`config.mk`:
```
export PLATFORM = sky130hd
export DESIGN_NAME = keypad_entry
export DESIGN_NICKNAME = d
export VERILOG_FILES = /design/src/rtl/keypad_pkg.sv /design/src/rtl/bcd2binary_seq.sv /design/src/rtl/keypad_entry.sv
export SDC_FILE = /design/constraint.sdc
export NUM_CORES = 1
export LEC_CHECK = 0
export CAP_MARGIN = 15
export CORE_ASPECT_RATIO = 1.25
export CORE_MARGIN = 2
export CORE_UTILIZATION = 40
export CTS_CLUSTER_DIAMETER = 120
export CTS_CLUSTER_SIZE = 25
export DETAILED_ROUTE_END_ITERATION = 12
export SYNTH_ARGS = -nofsm -noshare
export SYNTH_HDL_FRONTEND = slang
export SYNTH_SLANG_ARGS = --single-unit
export TNS_END_PERCENT = 5
```
`constraint.sdc`:
```
create_clock -name clk -period 2 [get_ports clk]
set_clock_uncertainty 0.15 [all_clocks]
set_input_delay 0.2 -clock clk [delete_from_list [all_inputs] [get_ports clk]]
set_output_delay 0.2 -clock clk [all_outputs]
set_load 0.02 [all_outputs]
```
`src/rtl/keypad_pkg.sv`:
```
// Shared key codes, FSM encoding and the reverse double-dabble step for keypad_entry.
package keypad_pkg;

  localparam logic [3:0] KEY_CLEAR     = 4'hA;
  localparam logic [3:0] KEY_BACKSPACE = 4'hB;
  localparam logic [3:0] KEY_ENTER     = 4'hC;

  localparam int CONV_ITER = 12;

  typedef enum logic [1:0] {
    ST_IDLE  = 2'd0,
    ST_ENTRY = 2'd1,
    ST_CONV  = 2'd2,
    ST_DONE  = 2'd3
  } state_t;

  // One iteration on the {bcd[11:0], bin[11:0]} pair: shift right, then pull every BCD nibble >= 8 down by 3.
  function automatic logic [23:0] dabble_step(input logic [23:0] pair);
    logic [23:0] s;
    s = pair >> 1;
    for (int i = 0; i < 3; i++) begin
      if (s[12+4*i +: 4] >= 4'd8) s[12+4*i +: 4] = s[12+4*i +: 4] - 4'd3;
    end
    return s;
  endfunction

endpackage

```
`src/rtl/bcd2binary_seq.sv`:
```
// Iterative 3-digit BCD to binary converter; the first step happens on the start edge so
// the done strobe sits in the twelfth cycle and the result is final while it is high.
module bcd2binary_seq
  import keypad_pkg::*;
(
  input  logic        clk,
  input  logic        reset,
  input  logic        start,
  input  logic [11:0] bcd,
  output logic [9:0]  binary,
  output logic        done
);

  logic [23:0] pair;
  logic [3:0]  iter_left;

  always_ff @(posedge clk or negedge reset) begin
    if (!reset) begin
      pair      <= '0;
      iter_left <= '0;
      done      <= 1'b0;
    end else begin
      done <= 1'b0;
      if (start) begin
        pair      <= dabble_step({bcd, 12'd0});
        iter_left <= 4'(CONV_ITER - 1);
      end else if (iter_left != 4'd0) begin
        pair      <= dabble_step(pair);
        iter_left <= iter_left - 4'd1;
        done      <= (iter_left == 4'd1);
      end
    end
  end

  assign binary = pair[9:0];

endmodule

```
`src/rtl/keypad_entry.sv`:
```
// Keypad digit entry with BCD display and binary conversion on enter.
// Define KEYPAD_BACKSPACE_EN to make 0xB act as backspace while digits are held.
//
//  state    | meaning
//  ST_IDLE  | no digits held
//  ST_ENTRY | 1..MAX_DIGITS digits held
//  ST_CONV  | converter running, keys discarded
//  ST_DONE  | value_valid strobe, entry cleared on exit
module keypad_entry
  import keypad_pkg::*;
#(
  parameter int MAX_DIGITS = 3
) (
  input  logic        clk,
  input  logic        reset,
  input  logic [3:0]  key_value,
  input  logic        key_valid,
  output logic [11:0] bcd,
  output logic [1:0]  digit_count,
  output logic        busy,
  output logic [9:0]  value,
  output logic        value_valid,
  output logic        overflow
);

  state_t      state, state_n;
  logic [11:0] bcd_n;
  logic [1:0]  count_n;
  logic        ovf_n;
  logic        start;
  logic        key_digit;
  logic [9:0]  conv_bin;
  logic        conv_done;

  assign key_digit = key_valid && (key_value <= 4'd9);
  assign busy      = (state == ST_CONV) || (state == ST_DONE);

  always_comb begin
    state_n = state;
    bcd_n   = bcd;
    count_n = digit_count;
    ovf_n   = overflow;
    start   = 1'b0;
    case (state)
      ST_IDLE, ST_ENTRY: begin
        if (key_digit) begin
          if (digit_count == 2'(MAX_DIGITS)) begin
            ovf_n = 1'b1;
          end else begin
            bcd_n   = {bcd[7:0], key_value};
            count_n = digit_count + 2'd1;
            state_n = ST_ENTRY;
          end
        end else if (key_valid && key_value == KEY_CLEAR) begin
          bcd_n   = '0;
          count_n = '0;
          ovf_n   = 1'b0;
          state_n = ST_IDLE;
        end else if (key_valid && key_value == KEY_ENTER && state == ST_ENTRY) begin
          start   = 1'b1;
          state_n = ST_CONV;
        end
`ifdef KEYPAD_BACKSPACE_EN
        else if (key_valid && key_value == KEY_BACKSPACE && state == ST_ENTRY) begin
          bcd_n   = {4'd0, bcd[11:4]};
          count_n = digit_count - 2'd1;
          ovf_n   = 1'b0;
          if (digit_count == 2'd1) state_n = ST_IDLE;
        end
`endif
      end
      ST_CONV: begin
        if (conv_done) state_n = ST_DONE;
      end
      ST_DONE: begin
        bcd_n   = '0;
        count_n = '0;
        ovf_n   = 1'b0;
        state_n = ST_IDLE;
      end
      default: state_n = ST_IDLE;
    endcase
  end

  always_ff @(posedge clk or negedge reset) begin
    if (!reset) begin
      state       <= ST_IDLE;
      bcd         <= '0;
      digit_count <= '0;
      overflow    <= 1'b0;
      value       <= '0;
      value_valid <= 1'b0;
    end else begin
      state       <= state_n;
      bcd         <= bcd_n;
      digit_count <= count_n;
      overflow    <= ovf_n;
      value_valid <= (state == ST_CONV) && conv_done;
      if ((state == ST_CONV) && conv_done) value <= conv_bin;
    end
  end

  bcd2binary_seq u_conv (
    .clk    (clk),
    .reset  (reset),
    .start  (start),
    .bcd    (bcd),
    .binary (conv_bin),
    .done   (conv_done)
  );

endmodule

```
==> results of run 1 <==
kinds of logic after synthesis:
family,synth area share
AND/OR/NAND/NOR,0.1232
AO/OA/AOI/OAI,0.1459
buffers and inverters,0.04453
multiplexers,0.07722
flip-flops,0.5306
adder cells (fa/ha/maj),0.05211
XOR/XNOR,0.02653
registers in the layout, indices dropped and copies added (netlist names):
| signal | cells |
|---|---|
| overflow | 1 |
| bcd | 12 |
| state | 2 |
| u_conv.iter_left | 4 |
| digit_count | 2 |
| u_conv.done | 1 |
| value | 10 |
| u_conv.pair | 23 |
| value_valid | 1 |
how the worst max path moves through the flow:
| stage | from | end | slack (ps) | depth (start not counted) |
|---|---|---|---|---|
| floorplan | u_conv.iter_left[0] | u_conv.pair[16] | 270 | 7 |
| global placement | key_valid | digit_count[0] | 7 | 5 |
| detailed placement | key_valid | digit_count[0] | -4 | 5 |
| CTS | bcd[4] | bcd[4] | 160 | 1 |
| global route | u_conv.iter_left[0] | u_conv.pair[17] | 20 | 7 |
| finish | bcd[4] | bcd[4] | 190 | 1 |
cell type report:
class / count / area (um2) / area share
inverter: 12 / 45.04 / 0.01402
clock inverter: 2 / 13.76 / 0.004283
multi-input combinational: 161 / 1129 / 0.3512
sequential: 56 / 1401 / 0.4361
timing repair buffer: 42 / 432.9 / 0.1347
tap: 87 / 108.9 / 0.03388
clock buffer: 6 / 82.58 / 0.02570
cell usage in the layout, fill, tap and decap left out, types with 4 or more instances in the layout:
cell type        count
mux2i_1              8
a21oi_1             17
mux2_2              11
nor2_1              10
clkdlybuf4s50_1     32
a22o_2              13
nand2b_1             6
o21ai_0              8
inv_1               12
dfrtp_1             56
xnor2_1              8
a211oi_1             4
clkbuf_8             6
a31oi_1              4
ha_1                11
nand2_1             37
buf_4                5
where the power goes:
| part | internal [mW] | switching, mW |
|---|---|---|
| registers | 1.44 | 0.317 |
| clock network | 0.284 | 0.363 |
| logic | 0.714 | 0.649 |
metal layers:
layer | up-vias | global-route usage | share of wire | routed length, um
met1 | 911 | 0.1810 | 0.47 | 2174
met3 | 4 | 0.02008 | 0.027 | 126
met4 | 0 | 0.04848 | 0.013 | 59
met2 | 29 | 0.2485 | 0.49 | 2301
li1 | 898 | - | - | -
met5 | - | 0 | 0 | 0
repair_timing:
item                       CTS  global route
hold buffers                 1             0
hold endpoints to repair    56             0
setup endpoints to repair    0             0
setup buffers                0             0
per-stage QoR:
stage          instance area, um2  power [mW]  hold WS [ps]
2_1_floorplan                2641       2.638        -245.6
3_3_place_gp                 3107       3.139         75.21
3_5_place_dp                 3107       3.163         76.72
4_1_cts                      3213       3.832         269.0
5_1_grt                      3213       4.073         282.6
6_report                     3213       3.767         251.5
==> metrics.csv, run 1 <==
stage,metric,value,unit
die,die area,0.007273,mm2
outcome,status,completed,
placement,I/O Buffers,33,
synthesis,Syn. warnings,0,
detailed_routing,1st-iter DRT viols,107,
cts,deepest clock path buffer count,2,
synthesis,"Cell Area, Synth",0.002641,mm2
final_layout,share of cells above drive strength 1,0.1649,
detailed_routing,drt drc,0,
sta,worst-margin pin slew,312.5,ps
placement,placed insts,357,
setup_path,Worst R2R Start,u_conv.iter_left[0],
die,die width,76.68,um
sta,Slew headroom,0.7917,
setup_path,Bufs and invs on worst path,1,
setup_path,crit path DAT,1460,ps
sta,post-route setup slack,187.8,ps
synthesis,top cell type's share of synthesized area,0.5306,
cts,CTS resizes,0,
sta,Setup TNS Final,0,ps
detailed_routing,ANT nets after route,0,
setup_path,CP endpoint kind,output pin,
detailed_routing,Initial DRT Pass Iterations,4,
placement,HPWL Detailed,3.139,mm
synthesis,post-synth top area cell,dfrtp_1,
synthesis,"count leader, synth",dfrtp_1,
detailed_routing,vias,1842,
sta,Max Fclk,0.5518,GHz
global_routing,vias in the first global route,1806,
cts,TritonCTS clock tree,built,
synthesis,Synth area leaders,"dfrtp_1 (53%), nand2_1 (5.3%), ha_1 (5.2%), a22o_2 (4.9%), mux2_2 (4.7%)",
synthesis,"Seq/Total Area, Yosys",0.5306,
synthesis,Yosys cell types,37,
setup_path,r2r worst-path depth,7,
final_layout,post-layout util,0.4957,
global_routing,antenna violations before repair,0,
cts,clock sinks,56,
placement,Placement Setup Slack,-3.628,ps
power_and_ir_drop,worst vdd ir,0.0007115,V
sta,Final Max Tran Viols,0,
die,Die Y,94.85,um
die,num rows,33,
final_layout,fill cell count,629,
setup_path,cell family with most CP delay,buffers and inverters,
final_layout,ANT cells,0,
final_layout,fin cells,366,
synthesis,synthesized area per cell,10.87,um2
global_routing,GRT Overall Usage,0.1420,
setup_path,CP cell instances,clkdlybuf4s50_1,
die,initial core utilization,0.4075,
final_layout,Area Growth Syn to Fin,21.65,%
sta,final hold vios,0,
sta,final setup violation count,0,
hold_path,Hold Crit Class,primary input to async pin,
power_and_ir_drop,Leakage Power,1.467,nW
detailed_routing,WL/cell,12.73,um
setup_path,FF-to-FF End,u_conv.pair[12],
cts,Root Driver,clkbuf_8,
final_layout,Nets,296,
setup_path,CP Max Fanout,7,
cts,clock buffer count from CTS,5,
synthesis,Post-synth EDFFs,0,
detailed_routing,DR vias/cell,5.033,
die,# IOs,34,
global_routing,wire length of the first global-routing pass,8.411,mm
cts,H-tree Lvls,2,
sta,setup repair after global routing missed its margin,false,
synthesis,Most used DFF post-synth,dfrtp_1,
synthesis,most common library cells after synthesis,"dfrtp_1 (56), nand2_1 (37), a21oi_1 (17)",
setup_path,CP Class,register to output pin,
synthesis,Mapped Cells,243,
cts,worst skew pair latency,300,ps
power_and_ir_drop,Pwr Density,1172,mW/mm2
synthesis,post-synthesis register bit count,56,
cts,Worst-path clk slew,100,ps
setup_path,CP Launch Type,register,
placement,Routability Congestion,0.7676,
setup_path,max incr delay on CP,660,ps
detailed_routing,"wirelength, routed",4.661,mm
setup_path,R2R setup slack,190,ps
sta,"Period Utilization, post-route",0.9061,
synthesis,Async SR Flop Fraction,1.000,
setup_path,critical path required time,1650,ps
global_routing,largest net degree at the start of global routing,57,
global_routing,GRT Residual Overflow,0,
setup_path,slowest stage cell on the critical path,clkdlybuf4s50_1,
die,CORE AREA,0.006482,mm2
synthesis,Syn Nets,261,
flow_run,Max-Cap Viols,0,
sta,Final min period,1812,ps
Note: power is estimated with default switching activity, not from simulation.
==> run 2: changes to the inputs <==
CORE_MARGIN = unset   (was 2)
CORE_UTILIZATION = 47   (was 40)
PLACE_DENSITY = 0.7   (was unset)
==> metrics.csv, run 2 (same netlist as run 1, synthesis figures left out) <==
stage,metric,value,unit,change
outcome,status,completed,,
die,CORE AREA,0.005405,mm2,-17%
cts,TritonCTS clock tree,built,,
sta,Setup TNS Final,0,ps,unchanged
setup_path,CP Class,register to output pin,,
sta,final hold vios,0,,unchanged
final_layout,"commonest non-fill, non-tap cell in the layout",dfrtp_1,,
global_routing,GRT Overall Usage,0.1748,,+0.03272
sta,Final Max Tran Viols,0,,unchanged
setup_path,Critical Path End,bcd[4],,
final_layout,"commonest cells after routing, fill and taps aside","dfrtp_1 (56), nand2_1 (37), clkdlybuf4s50_1 (32)",,
detailed_routing,ANT nets after route,0,,unchanged
setup_path,FF-to-FF End,u_conv.pair[16],,
die,initial core utilization,0.4887,,+0.08121
detailed_routing,DR vias/cell,5.341,,+6.1%
placement,I/O Buffers,33,,unchanged
final_layout,max reg flops,23,,unchanged
cts,worst skew pair latency,320,ps,+20 ps
setup_path,Bufs and invs on worst path,1,,unchanged
setup_path,Worst R2R Start,u_conv.iter_left[0],,
setup_path,CP Launch Type,register,,
cts,deepest clock path buffer count,2,,unchanged
detailed_routing,WL/cell,13.51,um,+6.1%
global_routing,antenna violations before repair,0,,unchanged
final_layout,multi-input logic area,0.001129,mm2,unchanged
final_layout,post-layout util,0.5891,,+0.09346
setup_path,Worst path depth,1,,unchanged
final_layout,Storage cell area,0.001401,mm2,unchanged
cts,Worst-path clk slew,100,ps,about the same
final_layout,top flop regs,"u_conv.pair (23), bcd (12), value (10)",,
detailed_routing,drt drc,0,,unchanged
setup_path,CP endpoint kind,output pin,,
sta,"Period Utilization, post-route",0.9227,,+0.01653
setup_path,cell family with most CP delay,buffers and inverters,,
power_and_ir_drop,worst vdd ir,0.0006501,V,-8.6%
setup_path,CP cell instances,clkdlybuf4s50_1,,
setup_path,Setup crit start,bcd[4],,
sta,Final min period,1845,ps,+33.06 ps
final_layout,Area Growth Syn to Fin,20.56,%,
sta,final setup violation count,0,,unchanged
final_layout,fill cell count,478,,-24%
die,die area,0.005926,mm2,-19%
final_layout,ANT cells,0,,unchanged
detailed_routing,Initial DRT Pass Iterations,4,,unchanged
final_layout,Biggest register,u_conv.pair,,
setup_path,CP Max Fanout,7,,unchanged
placement,Routability Congestion,0.7744,,+0.89%
placement,HPWL Detailed,3.202,mm,+2.0%
sta,setup repair after global routing missed its margin,false,,
sta,Max Fclk,0.5419,GHz,-1.8%
power_and_ir_drop,Pwr Density,1187,mW/mm2,+1.2%
setup_path,crit path DAT,1500,ps,+40 ps
power_and_ir_drop,Pwr Total,3.779,mW,+0.34%
hold_path,Hold Crit Class,primary input to async pin,,
final_layout,Nets,296,,unchanged
cts,Root Driver,clkbuf_8,,
setup_path,slowest stage cell on the critical path,clkdlybuf4s50_1,,
die,die width,69.05,um,-10%
die,Die Y,85.82,um,-9.5%
cts,CTS resizes,0,,unchanged
cts,Post-CTS Setup Bufs,0,,unchanged
setup_path,r2r worst-path depth,7,,unchanged
die,# IOs,34,,unchanged
die,num rows,30,,-9.1%
global_routing,vias in the first global route,1789,,-0.94%
detailed_routing,vias,1832,,-0.54%
cts,H-tree Lvls,2,,unchanged
sta,worst-margin pin slew,510.3,ps,+197.9 ps
flow_run,Max-Cap Viols,0,,unchanged
cts,clock sinks,56,,unchanged
global_routing,GRT Residual Overflow,0,,unchanged
setup_path,max incr delay on CP,670,ps,about the same
detailed_routing,1st-iter DRT viols,85,,-21%
setup_path,R2R setup slack,180,ps,about the same
cts,clock buffer count from CTS,5,,unchanged
detailed_routing,"wirelength, routed",4.635,mm,-0.56%
sta,Slew headroom,0.6598,,-0.1319
power_and_ir_drop,Leakage Power,1.462,nW,-0.34%
final_layout,share of cells above drive strength 1,0.1649,,unchanged
global_routing,wire length of the first global-routing pass,8.286,mm,-1.5%
global_routing,largest net degree at the start of global routing,42,,-26%
setup_path,critical path required time,1650,ps,about the same
==> run 2: through the flow <==
stage	cell area (um2)	cells	hold slack [ps]	worst slack, ps
after floorplan	2641	243	-245.6	271.3
after CTS	3184	343	126.5	142.9
after detailed placement	3078	334	-79.38	-13.93
after global routing	3184	343	145.9	63.39
final	3184	343	125.9	154.7
after global placement	3078	334	-83.80	24.85
==> run 2: routing by layer <==
metal | up-vias | wire length [um] | GRT usage
li1 | 902 | - | -
met1 | 895 | 2149 | 0.2190
met2 | 28 | 2286 | 0.3001
met3 | 7 | 114 | 0.02938
met4 | 0 | 85 | 0.07236
met5 | - | 0 | 0
==> run 2: worst min-delay path by stage <==
stage | to | slack (ps) | cells past startpoint
CTS | u_conv.pair[17] | 130 | 2
global placement | u_conv.pair[17] | -80 | 1
floorplan | bcd[0] | -250 | 0
detailed placement | u_conv.pair[17] | -80 | 1
global route | u_conv.pair[22] | 150 | 2
finish | u_conv.pair[22] | 130 | 2
==> run 2: repair_timing <==
item,in CTS,in global routing
hold endpoints to repair,56,0
endpoints found under the setup margin,0,0
hold buffers,1,0
==> run 2: final cells by class <==
type                    count  area share
repair buffers             42      0.1360
flip-flops and latches     56      0.4401
clock buffers               5     0.02161
multi-input cells         161      0.3544
clock inverters             3    0.008644
inverters                  12     0.01415
well taps                  64     0.02515
==> run 2: where the power goes <==
| part | leakage [nW] | internal, mW | switching (mW) |
|---|---|---|---|
| registers | 0.741 | 1.44 | 0.309 |
| clock network | 0.0463 | 0.258 | 0.391 |
| logic | 0.675 | 0.716 | 0.666 |
